File: src/rtl/gige_mac_pkg.sv
// Shared constants, status word layout and receive FSM encoding for the GigE MAC.
package gige_mac_pkg;

    localparam logic [63:0] GIGE_PREAMBLE = 64'hd555_5555_5555_55fb;
    localparam logic [47:0] PAUSE_DA      = 48'h0100_00c2_8001;
    localparam logic [31:0] PAUSE_TYPE_OP = 32'h0100_0888;

    localparam int STS_ERR   = 16;
    localparam int STS_RUNT  = 17;
    localparam int STS_OVS   = 18;
    localparam int STS_TRUNC = 19;
    localparam int STS_PAUSE = 20;

    typedef enum logic [2:0] {
        ST_IDLE  = 3'd0,
        ST_HDR   = 3'd1,
        ST_DATA  = 3'd2,
        ST_FLUSH = 3'd3,
        ST_DROP  = 3'd4
    } rx_state_t;

endpackage

File: src/rtl/gige_rx_pause_det.sv
// PAUSE frame recogniser: DA/type-opcode compare, quanta capture and the
// rx_pause/rx_pack handshake register toward the transmit encapsulator.
module gige_rx_pause_det
    import gige_mac_pkg::*;
(
    input  logic        clk,
    input  logic        rst,
    input  logic        i_start,
    input  logic        i_acc,
    input  logic        i_eop,
    input  logic        i_err,
    input  logic [63:0] i_wdata,
    input  logic        i_pack,
    output logic        o_pause_frm,
    output logic        o_pause_drop,
    output logic        o_pause,
    output logic [15:0] o_pvalue
);

    logic [1:0]  r_idx;
    logic        r_da_ok;
    logic        r_is_pause;
    logic        r_drop;
    logic        r_pause;
    logic [15:0] r_pv_cand;
    logic [15:0] r_pvalue;

    logic        w_da_match;
    logic        w_to_match;
    logic        w_pause_frm;
    logic        w_issue;
    logic [15:0] w_pv;

    assign w_da_match  = (i_wdata[47:0] == PAUSE_DA);
    assign w_to_match  = (i_wdata[63:32] == PAUSE_TYPE_OP);
    // Verdict is combinational while w1 is on the bus so w0 can be held back that same cycle.
    assign w_pause_frm = (i_acc && r_idx == 2'd1) ? (r_da_ok & w_to_match) : r_is_pause;
    assign w_pv        = (r_idx == 2'd2) ? {i_wdata[7:0], i_wdata[15:8]} : r_pv_cand;
    assign w_issue     = i_acc & i_eop & w_pause_frm & ~i_err & r_idx[1];

    always_ff @(posedge clk or posedge rst) begin
        if (rst) begin
            r_idx      <= '0;
            r_da_ok    <= 1'b0;
            r_is_pause <= 1'b0;
            r_drop     <= 1'b0;
            r_pv_cand  <= '0;
        end else if (i_start) begin
            r_idx      <= '0;
            r_da_ok    <= 1'b0;
            r_is_pause <= 1'b0;
            r_drop     <= 1'b0;
        end else if (i_acc) begin
            if (r_idx != 2'd3) r_idx <= r_idx + 2'd1;
            if (r_idx == 2'd0) r_da_ok <= w_da_match;
            if (r_idx == 2'd1) r_is_pause <= r_da_ok & w_to_match;
            if (r_idx == 2'd2) r_pv_cand <= w_pv;
            if (i_eop) r_drop <= w_pause_frm & ~w_issue;
        end
    end

    always_ff @(posedge clk or posedge rst) begin
        if (rst) begin
            r_pause  <= 1'b0;
            r_pvalue <= '0;
        end else if (w_issue) begin
            r_pause  <= 1'b1;
            r_pvalue <= w_pv;
        end else if (i_pack) begin
            r_pause  <= 1'b0;
        end
    end

    assign o_pause_frm  = w_pause_frm;
    assign o_pause_drop = r_drop;
    assign o_pause      = r_pause;
    assign o_pvalue     = r_pvalue;

endmodule

File: src/rtl/gige_rx_decap.sv
// GigE receive decapsulator: strips the preamble word, writes frame data and one
// status word per frame to the RX FIFOs, and hands PAUSE quanta to the TX side.
//   state | meaning
//   IDLE  | wait for sop carrying a valid preamble
//   HDR   | take w0 into the hold register
//   DATA  | write held word, hold the new one
//   FLUSH | write last held word plus status
//   DROP  | discard words until eop
module gige_rx_decap
    import gige_mac_pkg::*;
#(
    parameter int unsigned MIN_BYTES = 60,
    parameter int unsigned MAX_BYTES = 1514,
    parameter bit          PAUSE_FWD = 1'b0
) (
    input  logic        clk,
    input  logic        rst,
    input  logic        rx_wvld,
    input  logic [63:0] rx_wdata,
    input  logic        rx_sop,
    input  logic        rx_eop,
    input  logic [2:0]  rx_ebytes,
    input  logic        rx_err,
    input  logic        rxfifo_full,
    output logic        rxfifo_wr_en,
    output logic [63:0] rxfifo_din,
    input  logic        rxsts_full,
    output logic        rxsts_wr_en,
    output logic [31:0] rxsts_din,
    output logic        rx_pause,
    output logic [15:0] rx_pvalue,
    input  logic        rx_pack,
    output logic [15:0] rx_frm_cnt,
    output logic [15:0] rx_drop_cnt
);

    localparam logic [15:0] MIN_B = 16'(MIN_BYTES);
    localparam logic [15:0] MAX_B = 16'(MAX_BYTES);

    rx_state_t   r_state;
    rx_state_t   w_state_nxt;
    logic [63:0] r_hold;
    logic        r_hold_wr;
    logic [15:0] r_count;
    logic        r_err;
    logic        r_ovs;
    logic        r_trunc;
    logic [15:0] r_frm_cnt;
    logic [15:0] r_drop_cnt;

    logic        w_sop_in;
    logic        w_pre_ok;
    logic        w_acc;
    logic        w_start;
    logic        w_supp;
    logic        w_wr_try;
    logic        w_sts_wr;
    logic [1:0]  w_drop_inc;
    logic [15:0] w_add;
    logic [15:0] w_cnt_nxt;
    logic        w_pause_frm;
    logic        w_pause_drop;
    logic [31:0] w_sts;

    assign w_sop_in  = rx_wvld & rx_sop;
    assign w_pre_ok  = (rx_wdata == GIGE_PREAMBLE) & ~rx_eop & ~rxsts_full;
    assign w_start   = (r_state == ST_IDLE) & w_sop_in & w_pre_ok;
    assign w_acc     = rx_wvld & ((r_state == ST_HDR) | (r_state == ST_DATA));
    assign w_add     = (rx_eop && rx_ebytes != 3'd0) ? {13'd0, rx_ebytes} : 16'd8;
    assign w_cnt_nxt = r_count + w_add;
    assign w_supp    = ~PAUSE_FWD & w_pause_frm;

    always_ff @(posedge clk or posedge rst) begin
        if (rst) r_state <= ST_IDLE;
        else     r_state <= w_state_nxt;
    end

    always_comb begin
        w_state_nxt = r_state;
        case (r_state)
            ST_IDLE:  if (w_sop_in) w_state_nxt = w_pre_ok ? ST_HDR : (rx_eop ? ST_IDLE : ST_DROP);
            ST_HDR:   if (rx_wvld) w_state_nxt = rx_eop ? ST_FLUSH : ST_DATA;
            ST_DATA:  if (rx_wvld && rx_eop) w_state_nxt = ST_FLUSH;
            ST_FLUSH: w_state_nxt = (w_sop_in && !rx_eop) ? ST_DROP : ST_IDLE;
            ST_DROP:  if (rx_wvld && rx_eop) w_state_nxt = ST_IDLE;
            default:  w_state_nxt = ST_IDLE;
        endcase
    end

    always_comb begin
        w_wr_try   = 1'b0;
        w_sts_wr   = 1'b0;
        w_drop_inc = 2'd0;
        case (r_state)
            ST_IDLE:  w_drop_inc = {1'b0, w_sop_in & ~w_pre_ok};
            ST_DATA:  w_wr_try   = rx_wvld & r_hold_wr & ~w_supp;
            ST_FLUSH: begin
                w_wr_try   = r_hold_wr & ~w_supp;
                w_sts_wr   = ~w_supp;
                // A consumed-but-invalid PAUSE and a sop landing in FLUSH can both count here.
                w_drop_inc = {1'b0, w_supp & w_pause_drop} + {1'b0, w_sop_in};
            end
            default: ;
        endcase
    end

    always_comb begin
        w_sts            = '0;
        w_sts[15:0]      = r_count;
        w_sts[STS_ERR]   = r_err;
        w_sts[STS_RUNT]  = (r_count < MIN_B);
        w_sts[STS_OVS]   = r_ovs;
        w_sts[STS_TRUNC] = r_trunc | (w_wr_try & rxfifo_full);
        w_sts[STS_PAUSE] = w_pause_frm;
    end

    always_ff @(posedge clk or posedge rst) begin
        if (rst) begin
            r_hold     <= '0;
            r_hold_wr  <= 1'b0;
            r_count    <= '0;
            r_err      <= 1'b0;
            r_ovs      <= 1'b0;
            r_trunc    <= 1'b0;
            r_frm_cnt  <= '0;
            r_drop_cnt <= '0;
        end else begin
            if (w_start) begin
                r_hold_wr <= 1'b0;
                r_count   <= '0;
                r_err     <= 1'b0;
                r_ovs     <= 1'b0;
                r_trunc   <= 1'b0;
            end else if (w_acc) begin
                r_hold    <= rx_wdata;
                r_hold_wr <= (r_count < MAX_B);
                r_count   <= w_cnt_nxt;
                if (w_cnt_nxt > MAX_B) r_ovs <= 1'b1;
                if (rx_eop) r_err <= rx_err;
                if (w_wr_try && rxfifo_full) r_trunc <= 1'b1;
            end
            if (w_sts_wr && r_frm_cnt != 16'hffff) r_frm_cnt <= r_frm_cnt + 16'd1;
            if (r_drop_cnt > 16'hffff - {14'd0, w_drop_inc}) r_drop_cnt <= 16'hffff;
            else                                             r_drop_cnt <= r_drop_cnt + {14'd0, w_drop_inc};
        end
    end

    gige_rx_pause_det u_pause_det (
        .clk          (clk),
        .rst          (rst),
        .i_start      (w_start),
        .i_acc        (w_acc),
        .i_eop        (rx_eop),
        .i_err        (rx_err),
        .i_wdata      (rx_wdata),
        .i_pack       (rx_pack),
        .o_pause_frm  (w_pause_frm),
        .o_pause_drop (w_pause_drop),
        .o_pause      (rx_pause),
        .o_pvalue     (rx_pvalue)
    );

    assign rxfifo_wr_en = w_wr_try & ~rxfifo_full;
    assign rxfifo_din   = r_hold;
    assign rxsts_wr_en  = w_sts_wr;
    assign rxsts_din    = w_sts_wr ? w_sts : 32'd0;
    assign rx_frm_cnt   = r_frm_cnt;
    assign rx_drop_cnt  = r_drop_cnt;

endmodule
File: config.mk
export PLATFORM = sky130hd
export DESIGN_NAME = gige_rx_decap
export DESIGN_NICKNAME = d
export VERILOG_FILES = /design/src/rtl/gige_mac_pkg.sv /design/src/rtl/gige_rx_pause_det.sv /design/src/rtl/gige_rx_decap.sv
export SDC_FILE = /design/constraint.sdc
export NUM_CORES = 1
export LEC_CHECK = 0
export CAP_MARGIN = 20
export CORE_ASPECT_RATIO = 0.7
export CORE_MARGIN = 2
export CORE_UTILIZATION = 60
export CTS_BUF_LIST = sky130_fd_sc_hd__clkbuf_16
export DETAILED_ROUTE_END_ITERATION = 10
export DONT_BUFFER_PORTS = 1
export PLACE_DENSITY = 0.76
export SETUP_SLACK_MARGIN = 0.15
export SLEW_MARGIN = 5
export SYNTH_ARGS = -nofsm -noshare
export SYNTH_HDL_FRONTEND = slang
export SYNTH_HIERARCHICAL = 1
export SYNTH_SLANG_ARGS = --single-unit
File: constraint.sdc
create_clock -name clk -period 7.09 [get_ports clk]
set_input_delay 1.418 -clock clk [delete_from_list [all_inputs] [get_ports clk]]
set_output_delay 1.418 -clock clk [all_outputs]
set_load 0.02 [all_outputs]
## Yosys cells after proc, flatten, opt, wreduce, memory -nomap -nowiden

Cells that the tools add are included.
Widths: inputs -> output; s select.

| storage, ports and cells | value |
|---|---|
| register bits after elaboration | 157 |
| bits of input ports | 76 |
| word-level logic and storage cells | 141 |

| cells by class | value |
|---|---|
| add/sub/neg operators | 6 |
| $lt $le $gt $ge | 4 |
| equality and inequality tests | 15 |
| multiplexer cells | 44 |
| bitwise gates (word level) | 29 |
| reductions and logical operators | 27 |

Operator list:

| operator | number |
|---|---|
| $eq 64x64->1 const B | 1 |
| $mux 16 | 4 |
| $eq 48x41->1 const B | 1 |
| $eq 32x25->1 const B | 1 |
| $mux 1 | 25 |
| $mux 21 | 1 |
| $mux 3 | 7 |
| $and 1x1->1 | 19 |
| $add 16x1->16 const B | 1 |
| $add 16x2->16 | 1 |
| $add 16x4->16 | 1 |
| $gt 16x11->1 const B | 1 |
| $gt 16x16->1 | 1 |
| $lt 16x11->1 const B | 1 |
| $lt 16x6->1 const B | 1 |
| $ne 16x16->1 const B | 1 |
| $reduce_bool 2->1 | 8 |
| $pmux 3 s5 | 1 |
| $reduce_and 2->1 | 7 |
| $ne 2x2->1 const B | 4 |
| $not 1->1 | 8 |
| $eq 3x2->1 const B | 2 |
| $logic_and 1x1->1 | 6 |
| $mux 2 | 3 |
| 18 further kinds | 19 |

## Longest topological paths before layout

| depth | value |
|---|---|
| word-level depth | 13 |
| gate-level depth with buffers | 22 |
| mapped depth without buffers | 18 |

## Hierarchy

Netlist, hierarchy kept.

By module, submodules not included:

| module | times used | cells an instance | area each (µm²) |
|---|---|---|---|
| gige_rx_decap | 1 | 678 | 6032.0 |
| gige_rx_pause_det | 1 | 262 | 2477.4 |

## Least setup slack after synthesis

OpenSTA, ideal clock, no wires.

| path | value |
|---|---|
| path kind | input port to output port |
| from | input rx_wvld |
| to | output rxsts_din[17] |
| arrival time | 3.984 ns |
| data required time | 5.672 ns |
| path slack | 1.688 ns |
| cell stages on the path | 12 |
| buffers on the path | 3 |
| path through | nand3b_1 > inv_2 > buf_1 > clkbuf_1 > a21bo_1 > buf_1 > nand2_1 > nor2_1 > nand3_2 > inv_1 > o21ai_0 > nor4_1 |

| between the ends | value |
|---|---|
| cells in the longest elaborated chain, start to end | 6 |

Ends and longest elaborated chain:

| element | RTL line | RTL |
|---|---|---|
| start: declaration | gige_rx_decap.sv:18 | `input logic rx_wvld,` |
| $and 1x1->1 | gige_rx_decap.sv:68 | `assign w_acc = rx_wvld & ((r_state == ST_HDR) \| (r_state == ST_DATA));` |
| via w_acc | gige_rx_decap.sv:53 | `logic w_acc;` |
| $logic_and 1x1->1 | gige_rx_pause_det.sv:37 | `assign w_pause_frm = (i_acc && r_idx == 2'd1) ? (r_da_ok & w_to_match) : r_is_pause;` |
| $mux 1 | gige_rx_pause_det.sv:37 |  |
| via w_pause_frm | gige_rx_decap.sv:61 | `logic w_pause_frm;` |
| $not 1->1 | gige_rx_decap.sv:99 | `w_sts_wr = ~w_supp;` |
| $mux 1 | gige_rx_decap.sv:94 | `case (r_state)` |
| $mux 21 | gige_rx_decap.sv:166 | `assign rxsts_din = w_sts_wr ? w_sts : 32'd0;` |
| end: declaration | gige_rx_decap.sv:29 | `output logic [31:0] rxsts_din,` |

The timed path passes the listed nets, and every way through them passes these cells.

## Worst setup path after layout

| path | value |
|---|---|
| from | input rx_wdata[45] |
| to | output rxsts_din[17] |

| between the ends | value |
|---|---|
| cells in the longest elaborated chain, start to end | 6 |

Ends and longest elaborated chain:

| element | RTL line | RTL |
|---|---|---|
| start: declaration | gige_rx_decap.sv:19 | `input logic [63:0] rx_wdata,` |
| $eq 32x25->1 | gige_rx_pause_det.sv:35 | `assign w_to_match = (i_wdata[63:32] == PAUSE_TYPE_OP);` |
| $and 1x1->1 | gige_rx_pause_det.sv:37 |  |
| $mux 1 | gige_rx_pause_det.sv:37 |  |
| via w_pause_frm | gige_rx_decap.sv:61 |  |
| $not 1->1 | gige_rx_decap.sv:99 |  |
| $mux 1 | gige_rx_decap.sv:94 |  |
| $mux 21 | gige_rx_decap.sv:166 |  |

The timed path passes the listed nets, and every way through them passes these cells.

==> flow_metrics.tcl <==
set metrics [dict create \
    synth-seq-area-share 0.462 \
    grt-ovfl-total 0 \
    synthDistinctLibCells 69 \
    synth_seq_cells 157 \
    swShare 0.405 \
    grt_pass1_wl_mm 36.6 \
    use_met2 0.425 \
    hold_viol_final 0 \
    max_freq_mhz 191 \
    power_frac_clock 0.262 \
    met3_usage 0.141 \
    critical_path_class "in -> out" \
    numCtsBuffers 17 \
    rsz0062_at_grt "no" \
    reg2reg_depth 19 \
    hold_path.class "reg -> reg" \
    wire_per_inst_um 20.8 \
    hpwl_mm 16.4 \
    synth-edff-count 0 \
    synth_xor_area_frac 0.0422 \
    tightest_slew_ps 1020 \
    min_to "r_hold_wr" \
    end_kind "output port" \
    drc_errors 0 \
    grt_start_max_net_pins 87 \
    antenna_found_initial 0 \
    min_period_over_period 0.737 \
    detail-route-antenna-nets 0 \
    vias 6882 \
    drv_slew 0 \
    syn_avg_cell_area_um2 9.05 \
    power.density_nw_per_um2 366 \
    hp-start "r_hold_wr" \
    busiest_layer "met1" \
    cts_sinks 157 \
    gp_congestion 0.917 \
    r2r_end "rx_drop_cnt[14]" \
    syn_area_um2 8510 \
    p_int_mw 1.98 \
    path_clk_slew_ps 60 \
    hold_slack_ps 503 \
    arrival_ps 3810 \
    seqPwrFrac 0.499 \
    grtUsageMet1 0.438 \
    p_comb_frac 0.239 \
    clkLatencyLatePin_ps 430 \
    postSynthCellCount 940 \
    pin_count 223 \
    fp.coreArea_um2 13900 \
    die_h_um 104 \
    cap_viol_max_count 0 \
    port_buffers 0 \
    cts_hold_buf 0 \
    cts_tree "done" \
    drive_gt1_frac 0.0990 \
    floorplan.initialDensity 0.613 \
    ys_async_sr_fraction 1.00 \
    cp.required_ps 5670 \
    p_sw_mw 1.35 \
    finalSetupTns_ps 0 \
    outcome "finished clean" \
    path_max_fanout 18 \
    post-cts-setup-buffer-count 0 \
    cts_root_buf "clkbuf_16" \
    first_global_vias 6593 \
    nNetsFinal 1009 \
    cts.path.max_buffers 2 \
    area_delta_synth_final_pct 6.90 \
    skew_ps 12.2 \
    first_pass_iters 6 \
    reg2reg_from "r_state[0]" \
    synth-compound-area-share 0.0791 \
    synth_mux_area_frac 0.0450 \
    ff2ff_setup_slack_ps 3270 \
    rows 36 \
    p_leak_nw 4.29 \
    antenna_cells 0 \
    cts_resized 0 \
    ys.warnings.count 6 \
    drtIter0Drc 582 \
    die_width_um 146 \
    synth-simple-area-share 0.300 \
    totalWireLength_mm 23.3 \
    min_path_cells 2 \
    final.min_clock_period_ps 5220 \
    h-tree-depth 4 \
    setup_viol 0 \
    ir_drop_v 0.000249 \
    slew_headroom 0.320 \
    vias_per_cell 6.15 \
    synth_top_family_by_area "simple AND/OR/NAND/NOR gates" \
    grt_usage 0.311 \
    synthFlopType "dfrtp_1" \
    yosys.area_share.adder 0.0238 \
    floorplan.die_area_um2 15200 \
    worst_setup_path_start_kind "input port" \
]
==> Yosys cell counts (4+ instances only) <==
| cell type | instances | area share |
|---|---|---|
| a21oi_1 | 21 | 0.012 |
| a221oi_1 | 16 | 0.016 |
| a31oi_1 | 10 | 0.0074 |
| and2_1 | 37 | 0.027 |
| and3_1 | 8 | 0.0059 |
| buf_1 | 14 | 0.0062 |
| buf_2 | 7 | 0.0041 |
| buf_4 | 12 | 0.011 |
| clkbuf_1 | 24 | 0.011 |
| dfrtp_1 | 157 | 0.46 |
| ha_1 | 13 | 0.019 |
| inv_1 | 22 | 0.0097 |
| mux2_2 | 18 | 0.024 |
| mux2i_1 | 18 | 0.021 |
| nand2_1 | 242 | 0.11 |
| nand2b_1 | 4 | 0.0029 |
| nand3_1 | 35 | 0.021 |
| nand3_2 | 11 | 0.013 |
| nand4_1 | 31 | 0.023 |
| nand4b_1 | 5 | 0.0051 |
| nor2_1 | 52 | 0.023 |
| nor3_1 | 20 | 0.012 |
| nor4_1 | 13 | 0.0096 |
| nor4_2 | 4 | 0.0059 |
| nor4bb_1 | 4 | 0.0047 |
| o21ai_0 | 14 | 0.0082 |
| o21ai_1 | 10 | 0.0059 |
| o21ai_2 | 9 | 0.0093 |
| or3_1 | 5 | 0.0037 |
| or4_1 | 5 | 0.0044 |
| or4bb_1 | 4 | 0.0053 |
| xnor2_1 | 18 | 0.019 |
| xor2_1 | 23 | 0.024 |
==> registers in the layout, indices dropped and copies added (netlist names), 2 cells and up <==
register               flops
u_pause_det/o_pvalue      16
rxfifo_din                64
r_count                   16
rx_frm_cnt                16
r_state                    3
u_pause_det/r_idx          2
u_pause_det/r_pv_cand     16
rx_drop_cnt               16
==> kinds of logic after synthesis <==
logic type               after synthesis
AO/OA/AOI/OAI                        100
XOR/XNOR                              41
adder cells (fa/ha/maj)               15
buffers and inverters                 85
flip-flops                           157
multiplexers                          36
other                                  1
AND/OR/NAND/NOR                      505
==> cell usage in the layout (no fill, tap or decap), types with 18 or more instances in the layout <==
cell     count
xor2_1      23
dfrtp_1    157
nor2_1      52
a21oi_1     21
nand3_1     35
and2_1      37
nor3_1      20
mux2i_1     18
mux2_2      18
nand4_1     31
nand2_1    242
xnor2_1     18
inv_1       22
==> critical path, cell delays in order <==
cell,delay (ps)
nor4_1,530
and3_1,640
nand3_1,180
nand2_1,160
nor2_1,90
nand3_2,160
inv_1,240
o21ai_0,140
nor4_1,60
buf_4,170
==> stage by stage <==
step / area (um^2) / utilization / setup slack, ps / std cells / power (mW)
5_1_grt: 9100 / 0.656 / 1670 / 1119 / 3.53
3_3_place_gp: 8540 / 0.616 / 1980 / 1089 / 2.42
4_1_cts: 9100 / 0.656 / 1900 / 1119 / 3.33
2_1_floorplan: 8550 / - / 1690 / 951 / 2.22
3_5_place_dp: 8540 / 0.616 / 1910 / 1089 / 2.46
6_report: 9100 / 0.656 / 1870 / 1119 / 3.33
==> routing by layer <==
| metal | part of all wire | vias to the layer above |
|---|---|---|
| li1 | - | 3174 |
| met1 | 0.43 | 3267 |
| met2 | 0.42 | 393 |
| met5 | 0 | - |
| met3 | 0.13 | 48 |
| met4 | 0.021 | 0 |
==> power groups by stage <==
stage | combinational (mW) | sequential [mW] | clock (mW)
global placement | 0.758 | 1.66 | 0
finish | 0.795 | 1.66 | 0.871
CTS | 0.791 | 1.66 | 0.886
floorplan | 0.651 | 1.57 | 0
detailed placement | 0.791 | 1.67 | 0
global route | 0.911 | 1.69 | 0.924
==> cell type report <==
cell class	instances	area [um^2]
Inverter	23	88.8
Sequential cell	157	3930
Clock inverter	13	126
Tap cell	190	238
Timing Repair Buffer	10	75.1
Fill cell	1139	4780
Multi-Input combinational cell	709	4210
Clock buffer	17	425
==> how the worst max path moves through the flow <==
stage | start | end | slack, ps | cells after the start
after floorplan | rx_wvld | rxsts_din[17] | 1690 | 12
after global placement | rx_wdata[45] | rxsts_din[17] | 1980 | 10
after detailed placement | rx_wdata[45] | rxsts_din[17] | 1910 | 10
after CTS | rx_wdata[45] | rxsts_din[17] | 1900 | 10
after global routing | rx_wdata[45] | rxsts_din[17] | 1670 | 10
final | rx_wdata[45] | rxsts_din[17] | 1870 | 10
(Power assumes the default switching activity.)
